File: src/rtl/pc_next_unit.sv
// Program counter register and next-PC selection for the RISC-V fetch stage.
// Handles sequential step, branch/JAL, JALR, trap redirect and stall-buffered redirects.
module pc_next_unit #(
  parameter int              XLEN         = 32,
  parameter logic [XLEN-1:0] RESET_VECTOR = '0,
  parameter int              IALIGN       = 4,
  parameter int              STEP         = 4
) (
  input  logic            clk,
  input  logic            reset,
  input  logic            stall,
  input  logic            branch_taken,
  input  logic            jalr,
  input  logic            flush,
  input  logic [XLEN-1:0] imm_val,
  input  logic [XLEN-1:0] rs1_val,
  input  logic [XLEN-1:0] trap_vector,
  output logic [XLEN-1:0] pc_out,
  output logic [XLEN-1:0] pc_plus_step,
  output logic [XLEN-1:0] target_addr,
  output logic            fetch_valid,
  output logic            misaligned,
  output logic            pending
);

  // Low address bits that must be zero for a legal instruction address.
  localparam logic [XLEN-1:0] ALIGN_MASK = (IALIGN == 2) ? XLEN'(1) : XLEN'(3);

  logic [XLEN-1:0] pc_q;
  logic [XLEN-1:0] pend_tgt_q;
  logic            fetch_valid_q;
  logic            misaligned_q;
  logic            pending_q;

  logic [XLEN-1:0] jalr_sum;
  logic [XLEN-1:0] redirect_tgt;
  logic            redirect_req;
  logic            tgt_misaligned;

  // Redirect requests are single-cycle levels sampled at the clock edge; there is
  // no ready back-pressure, so the issuer must hold off while pending is high.
  always_comb begin
    jalr_sum       = rs1_val + imm_val;
    redirect_tgt   = jalr ? {jalr_sum[XLEN-1:1], 1'b0} : (pc_q + imm_val);
    redirect_req   = jalr | branch_taken;
    tgt_misaligned = |(redirect_tgt & ALIGN_MASK);
  end

  assign pc_plus_step = pc_q + XLEN'(STEP);
  assign target_addr  = flush ? trap_vector : redirect_tgt;
  assign pc_out       = pc_q;
  assign fetch_valid  = fetch_valid_q;
  assign misaligned   = misaligned_q;
  assign pending      = pending_q;

  always_ff @(posedge clk) begin
    if (reset) begin
      pc_q          <= RESET_VECTOR;
      pend_tgt_q    <= '0;
      fetch_valid_q <= 1'b0;
      misaligned_q  <= 1'b0;
      pending_q     <= 1'b0;
    end else begin
      fetch_valid_q <= 1'b1;
      misaligned_q  <= 1'b0;
      if (flush) begin
        pc_q      <= trap_vector;
        pending_q <= 1'b0;
      end else if (stall) begin
        if (redirect_req) begin
          if (tgt_misaligned) begin
            misaligned_q <= 1'b1;
          end else begin
            pend_tgt_q <= redirect_tgt;
            pending_q  <= 1'b1;
          end
        end
      end else if (pending_q) begin
        pc_q      <= pend_tgt_q;
        pending_q <= 1'b0;
      end else if (redirect_req) begin
        if (tgt_misaligned) begin
          misaligned_q <= 1'b1;
        end else begin
          pc_q <= redirect_tgt;
        end
      end else if (fetch_valid_q) begin
        // The reset vector itself must be fetched once, so the first post-reset edge holds.
        pc_q <= pc_plus_step;
      end
    end
  end

endmodule

File: config.mk
export PLATFORM = sky130hd
export DESIGN_NAME = pc_next_unit
export DESIGN_NICKNAME = d
export VERILOG_FILES = /design/src/rtl/pc_next_unit.sv
export SDC_FILE = /design/constraint.sdc
export NUM_CORES = 1
export LEC_CHECK = 0
export CAP_MARGIN = 20
export CORE_MARGIN = 2
export CORE_UTILIZATION = 46
export CTS_CLUSTER_DIAMETER = 200
export DETAILED_ROUTE_END_ITERATION = 16
export HOLD_SLACK_MARGIN = 0.03
export PLACE_DENSITY = 0.75
export SETUP_SLACK_MARGIN = 0.05
export SLEW_MARGIN = 10
export SYNTH_ARGS = -nofsm -noshare
export SYNTH_HDL_FRONTEND = slang
export SYNTH_SLANG_ARGS = --single-unit
File: constraint.sdc
create_clock -name clk -period 3.6 [get_ports clk]
set_input_delay 0.72 -clock clk [delete_from_list [all_inputs] [get_ports clk]]
set_output_delay 0.72 -clock clk [all_outputs]
set_load 0.005 [all_outputs]
# After elaboration in Yosys (flattened, before gate mapping)
# Cells that the tools add are included.
[totals] regBits=67 in_bits=102 output_inout_bits=99 elab_cells=34
[classes] n_addsub=3 n_eq_ne=2 mux=13 bitwise_logic=4 n_reduce_logical=7
[op_table] cell="two-way mux 32 bit" n=8
[op_table] cell="adder 32 bit" n=2
[op_table] cell="adder 32 x 3 -> 32 bit, second input constant" n=1
[op_table] cell="two-way mux 1 bit" n=5
[op_table] cell="!= test 4 bit, second input constant" n=1
[op_table] cell="AND reduction 4 bit" n=1
[op_table] cell="nonzero test 4 bit" n=1
[op_table] cell="OR reduction 2 bit" n=2
[op_table] cell="inverter 1 bit" n=3
[op_table] cell="AND reduction 3 bit" n=1
[op_table] cell="OR reduction 3 bit" n=1
[op_table] cell="!= test 2 x 1 -> 1 bit, second input constant" n=1
[op_table] cell="AND reduction 2 bit" n=1
[op_table] cell="OR 1 bit" n=1

# Longest topological paths before layout
[depth] ltp_word=8 ltp_mapped=14 ltp_nobuf=13

# Worst setup path after synthesis
# No wires, ideal clock.
[synth_path] path_type="input to output" from="input port imm_val[1]" to="output port target_addr[28]" t_arrival_ns=3.151 required_ns=2.880 path_slack_ns=-0.271 stages=12 path_buffers=0 cell_sequence="inv_1 fa_1 nand2b_1 a211o_1 a21oi_2 o211a_1 o2111ai_1 a31o_2 a211oi_1 mux2i_1 nand3_1 a21oi_1"
[synth_via] elab_chain_len=3 word_cells_on_any_way=4 cone_classes="add/sub: 2; mux: 2"
[synth_lines] item="start, declared" line_no="15" rtl="input logic [XLEN-1:0] imm_val,"
[synth_lines] item="adder 32 bit (on tied branches)" line_no="44, 43"
[synth_lines] item="two-way mux 32 bit *" line_no="44" rtl="redirect_tgt = jalr ? {jalr_sum[XLEN-1:1], 1'b0} : (pc_q + imm_val);"
[synth_lines] item="two-way mux 32 bit *" line_no="50" rtl="assign target_addr = flush ? trap_vector : redirect_tgt;"
[synth_lines] item="end, declared" line_no="20" rtl="output logic [XLEN-1:0] target_addr,"
# Mark *: on every way between the ends. The rest lies on a longest branch, timed or not.

# Worst setup path after layout
[layout_path] from="input port rs1_val[2]" to="output port target_addr[30]"
[layout_via] elab_chain_len=3
[layout_lines] item="start, declared" line_no="16" rtl="input logic [XLEN-1:0] rs1_val,"
[layout_lines] item="adder 32 bit" line_no="43" rtl="jalr_sum = rs1_val + imm_val;"
[layout_lines] item="two-way mux 32 bit" line_no="44"
[layout_lines] item="two-way mux 32 bit" line_no="50"
# Every way passes these cells.

==> results list <==
- In the final routed layout, each cell accounts on average for roughly 21 µm.
* Global-route wire length before repair: roughly 60 mm
* H-tree levels: 3
- Design area: approximately 0.014 mm²
- Root Buffer: sky130_fd_sc_hd__clkbuf_16
- Router iterations before antenna repair: 6
- The signal on the critical path passes through clkdlybuf4s15_2 > ha_4 > buf_4 > nand2b_4 > a211o_4 > a21oi_4 > buf_4 > o211ai_4 > a2111oi_4 > nand2b_4 > buf_4 > a41o_1 > o21ai_2 > a31oi_2 > a21oi_1 > buf_2.
- Across the routed clock network, the largest skew measured is slightly below 0.01 ns.
* Die X-Extent: 135 µm
* Number of instances in the synthesized netlist: about 1100
- Launching instance or port of the critical path: rs1_val[2]
- Remaining Overflow, GRT: 0
- CTS hold repair buffers: 0
* Post-route ant nets: 0
- Clock-pin slew was measured on the worst setup and hold paths at around 0.06 ns.
* Count of final hold-check violations: 0
* Routability cong.: between 0.9 and 1
- Top area cells in the synthesized netlist: sky130_fd_sc_hd__dfxtp_1 (17%), sky130_fd_sc_hd__ha_1 (9.8%), sky130_fd_sc_hd__a21oi_1 (8.4%), sky130_fd_sc_hd__nor2_1 (7.1%), sky130_fd_sc_hd__xnor2_1 (5.3%)
- Total I/O pin count: about 200
* Syn Area/Cell: ~7.0 µm²
- Number of synthesis warnings: 0
* Detail-routed via count per cell: 6.08
- Result of the run: complete, but fails checks
- Following the worst setup path forward leads to its endpoint at target_addr[30].
* Post-synth EDFFs: 0
* Total half-perimeter wirelength after legalization and detailed placement: between 20 and 30 mm
- Number of placement rows: 48
- The worst register-to-register path begins at pc_out[5].
- After layout, the worst path uses 123% of the clock period.
- The via count of the first global-routing pass was 11100.
- At the later pin of the worst-skew pair, clock insertion delay measures roughly 0.34 ns.
- The slowest stage of the critical path belongs to the cell sky130_fd_sc_hd__a2111oi_4.
* Area occupied by multi-input gates: 0.00754 mm²
* Cells on worst reg2reg path: 22
* Critical path class: primary input to output port
* Peak clock frequency supported by timing: approximately 230 MHz
- Endpoint class of the critical path: output port
* Number of distinct standard cells referenced by the synthesized netlist: 74
* Port buffer count: 200
- The count of pins over their slew limit came to 0.
- The net count of the finished layout is 1825.
- Once the floorplan was initialized, standard cells occupied 46.4% of the core.
- Counting I/O delays and the setup requirement, the final critical path takes approximately 4.4 ns.
- The share of synthesized area in the top cell type comes to between 15 and 20%.
- Total global-route track usage: a little over two fifths
- After the first detailed-routing iteration, the DRC count stood at around 1100.
* Standard cell core area: between 0.015 and 0.02 mm²
- Synth Net Count: 1295
- Leakage power summed over all cells: 6.43 nW
* Reg-to-reg endpoint: pend_tgt_q[29]
- Summing over every cut layer, the via total after detailed routing is between 10000 and 15000.
- Placed Area: 0.0124 mm²
* Max_cap viols: 0
- Overall die height: 135 µm
- Setup repair after global routing could not meet its margin everywhere.
- Layout Area Growth over Synthesis: 81.1%
* Setup tns final: -11.90 ns
- The number of antenna diodes in the final layout is 0.
- R2r setup slk: -0.16 ns
* Leading register cell type out of synthesis: sky130_fd_sc_hd__dfxtp_1
- Post-layout utilization of the core: approximately 84%
- The final layout contains routed wiring with a total length of 40.3 mm.
- Placed instance count: between 1500 and 2000
- The share of the Yosys chip area taken by registers is 16.9%.
- Drc violations: 0
- Headroom to the max-slew limit came out at 53.7%.
* Non-filler cells in the finished layout: roughly 1900
- The worst-case IR drop observed on VDD is around 0.26 mV.
- Of all nets on the critical path, the largest fanout is 3.
* Hold_ws: 0.454 ns
- #FFs+latches synth: 67
- Sum of buffers and inverters on the critical path: 5
- The longest clock path from root to sink contains 2 buffers.
- Storage cell area: 0.00135 mm²
* Required arrival time at the worst endpoint: between 2 and 3 ns
- Among cell families on the critical path, the largest total delay comes from compound AO/OA/AOI/OAI gates.
- Fill cells in the final layout number 1075.
- Power density cells: 336 mW/mm²
- Cell area after technology mapping: between 0.007 and 0.008 mm²
- TritonCTS built the clock tree.
- The worst setup path is launched from a primary input.
- The clock drives 67 sinks.
* Maximum single-stage delay on the critical path: around 0.37 ns
- In this design, the critical path's most frequently occurring cell is sky130_fd_sc_hd__buf_4.
* Total CTS buffers: 9
- Largest area contributor in the netlist: sky130_fd_sc_hd__dfxtp_1
* Largest net degree at the start of global routing: between 60 and 70
* Violated checks: negative setup slack
- Data arrival time of the critical path: around 3.7 ns
- Fraction of registers with async set or reset after synthesis: 0%
- Transition at the pin with the smallest max-transition slack: around 0.69 ns
* Antenna violations before repair: 0
- Of the cells placed in the final design, the portion with a size suffix greater than 1 is about 40%.
* Setup WS post-layout: -0.817 ns
- Worst path depth: 16
- Hold Path Class: register to register
* Setup-failing EPs final: 23
- The die covers 0.0183 mm².
[flip-flops by register name, indices dropped and copies added, names as in the netlist]
signal and count:
misaligned 1, pend_tgt_q 32, pc_out 32, fetch_valid 1, pending 1
[layer usage]
metal / up-vias / global-route usage [%] / share of wire [%]
met2: 803 / 71.5 / 47
met3: 210 / 6.81 / 8.5
met4: 0 / 33.0 / 9.1
met5: - / 0 / 0
li1: 5168 / - / -
met1: 5294 / 46.0 / 35
[logic make-up after synthesis]
logic type / share of synthesized area [%]
adders and majority gates: 10.3
AOI/OAI and AO/OA: 31.6
and+or+nand+nor: 22.8
muxes: 4.09
DFF: 16.9
xor gates and xnor gates: 9.10
buffers and inverters: 5.21
[layout make-up]
cell class / count / area share [%]
multi-input cells: 964 / 52.4
repair buffers: 580 / 33.3
flip-flops and latches: 67 / 9.40
well taps: 225 / 1.96
clock buffers: 9 / 1.56
inverters: 37 / 1.05
clock inverters: 6 / 0.304
[report_power, final]
part	internal, mW	total, mW	switching, mW
sequential	0.805	0.873	0.0675
combinational	1.64	3.15	1.51
clock	0.461	0.815	0.353
total	2.91	4.84	1.93
[what timing repair did]
action                     CTS  global route
resized for setup          397            82
hold endpoints to repair     0             0
setup buffers               74            14
setup endpoints to repair   73            49
cloned                       0             0
pin swaps                  122            74
[stage by stage]
stage	total power [mW]	setup WS, ns
2_1_floorplan	2.04	-0.103
3_3_place_gp	3.37	-1.54
3_5_place_dp	3.40	-1.57
4_1_cts	4.58	-0.785
5_1_grt	5.03	-0.927
6_report	4.84	-0.817
[cells in the mapped netlist (all sizes together) (18+ instances only)]
cell type  number
a211oi         22
a21o           31
a21oi         137
buf            18
clkbuf         43
dfxtp          67
ha             62
inv            34
mux2i          19
nand2         110
nand3          30
nor2          151
nor3           22
o21ai          71
xnor2          48
xor2           32
[worst min path at each step]
stage | cells past startpoint | endpoint | from | slack [ns]
CTS | 2 | pend_tgt_q[31] | pend_tgt_q[31] | 0.45
global placement | 2 | pend_tgt_q[11] | pend_tgt_q[11] | 0.44
floorplan | 2 | pend_tgt_q[31] | pend_tgt_q[31] | 0.43
global route | 2 | pend_tgt_q[31] | pend_tgt_q[31] | 0.47
finish | 2 | pend_tgt_q[31] | pend_tgt_q[31] | 0.45
detailed placement | 2 | pend_tgt_q[31] | pend_tgt_q[31] | 0.45
[worst reg2reg max path, cell delays in order, from the launching register on]
cell and delay [ns]:
sky130_fd_sc_hd__dfxtp_2 0.35, sky130_fd_sc_hd__ha_4 0.27, sky130_fd_sc_hd__buf_4 0.13, sky130_fd_sc_hd__o211ai_1 0.13, sky130_fd_sc_hd__a211oi_2 0.25, sky130_fd_sc_hd__a22oi_2 0.12
sky130_fd_sc_hd__or2_4 0.26, sky130_fd_sc_hd__a21o_1 0.23, sky130_fd_sc_hd__a21oi_1 0.16, sky130_fd_sc_hd__xor2_1 0.16, sky130_fd_sc_hd__buf_4 0.15, sky130_fd_sc_hd__mux2i_1 0.09
sky130_fd_sc_hd__buf_4 0.15, sky130_fd_sc_hd__buf_4 0.12, sky130_fd_sc_hd__buf_4 0.13, sky130_fd_sc_hd__buf_4 0.13, sky130_fd_sc_hd__buf_4 0.13, sky130_fd_sc_hd__buf_4 0.12
sky130_fd_sc_hd__buf_4 0.12, sky130_fd_sc_hd__buf_4 0.12, sky130_fd_sc_hd__buf_4 0.12, sky130_fd_sc_hd__buf_4 0.13, sky130_fd_sc_hd__a21oi_2 0.11
[cell usage in the layout (no fill, tap or decap), types with 13 or more instances in the layout]
cell type / netlist / final
sky130_fd_sc_hd__inv_1: 34 / 29
sky130_fd_sc_hd__nand2_1: 110 / 105
sky130_fd_sc_hd__ha_4: 0 / 33
sky130_fd_sc_hd__a21oi_2: 3 / 24
sky130_fd_sc_hd__nor3_1: 22 / 18
sky130_fd_sc_hd__o21ai_0: 66 / 40
sky130_fd_sc_hd__a21oi_1: 134 / 101
sky130_fd_sc_hd__xnor2_2: 0 / 13
sky130_fd_sc_hd__xnor2_1: 48 / 35
sky130_fd_sc_hd__buf_2: 7 / 28
sky130_fd_sc_hd__buf_6: 2 / 29
sky130_fd_sc_hd__a211oi_1: 22 / 16
sky130_fd_sc_hd__nor2_1: 151 / 142
sky130_fd_sc_hd__o21a_1: 16 / 16
sky130_fd_sc_hd__o21ai_1: 5 / 14
sky130_fd_sc_hd__clkdlybuf4s50_1: 0 / 124
sky130_fd_sc_hd__xor2_1: 32 / 27
sky130_fd_sc_hd__dfxtp_1: 67 / 60
sky130_fd_sc_hd__buf_4: 6 / 355
sky130_fd_sc_hd__ha_1: 62 / 27
sky130_fd_sc_hd__dlygate4sd2_1: 0 / 23
sky130_fd_sc_hd__nand3_1: 30 / 27
sky130_fd_sc_hd__mux2i_1: 19 / 15
sky130_fd_sc_hd__a21o_1: 30 / 30
sky130_fd_sc_hd__o21ai_2: 0 / 13
sky130_fd_sc_hd__and3_1: 14 / 13
Note: power is estimated with default switching activity, not from simulation.
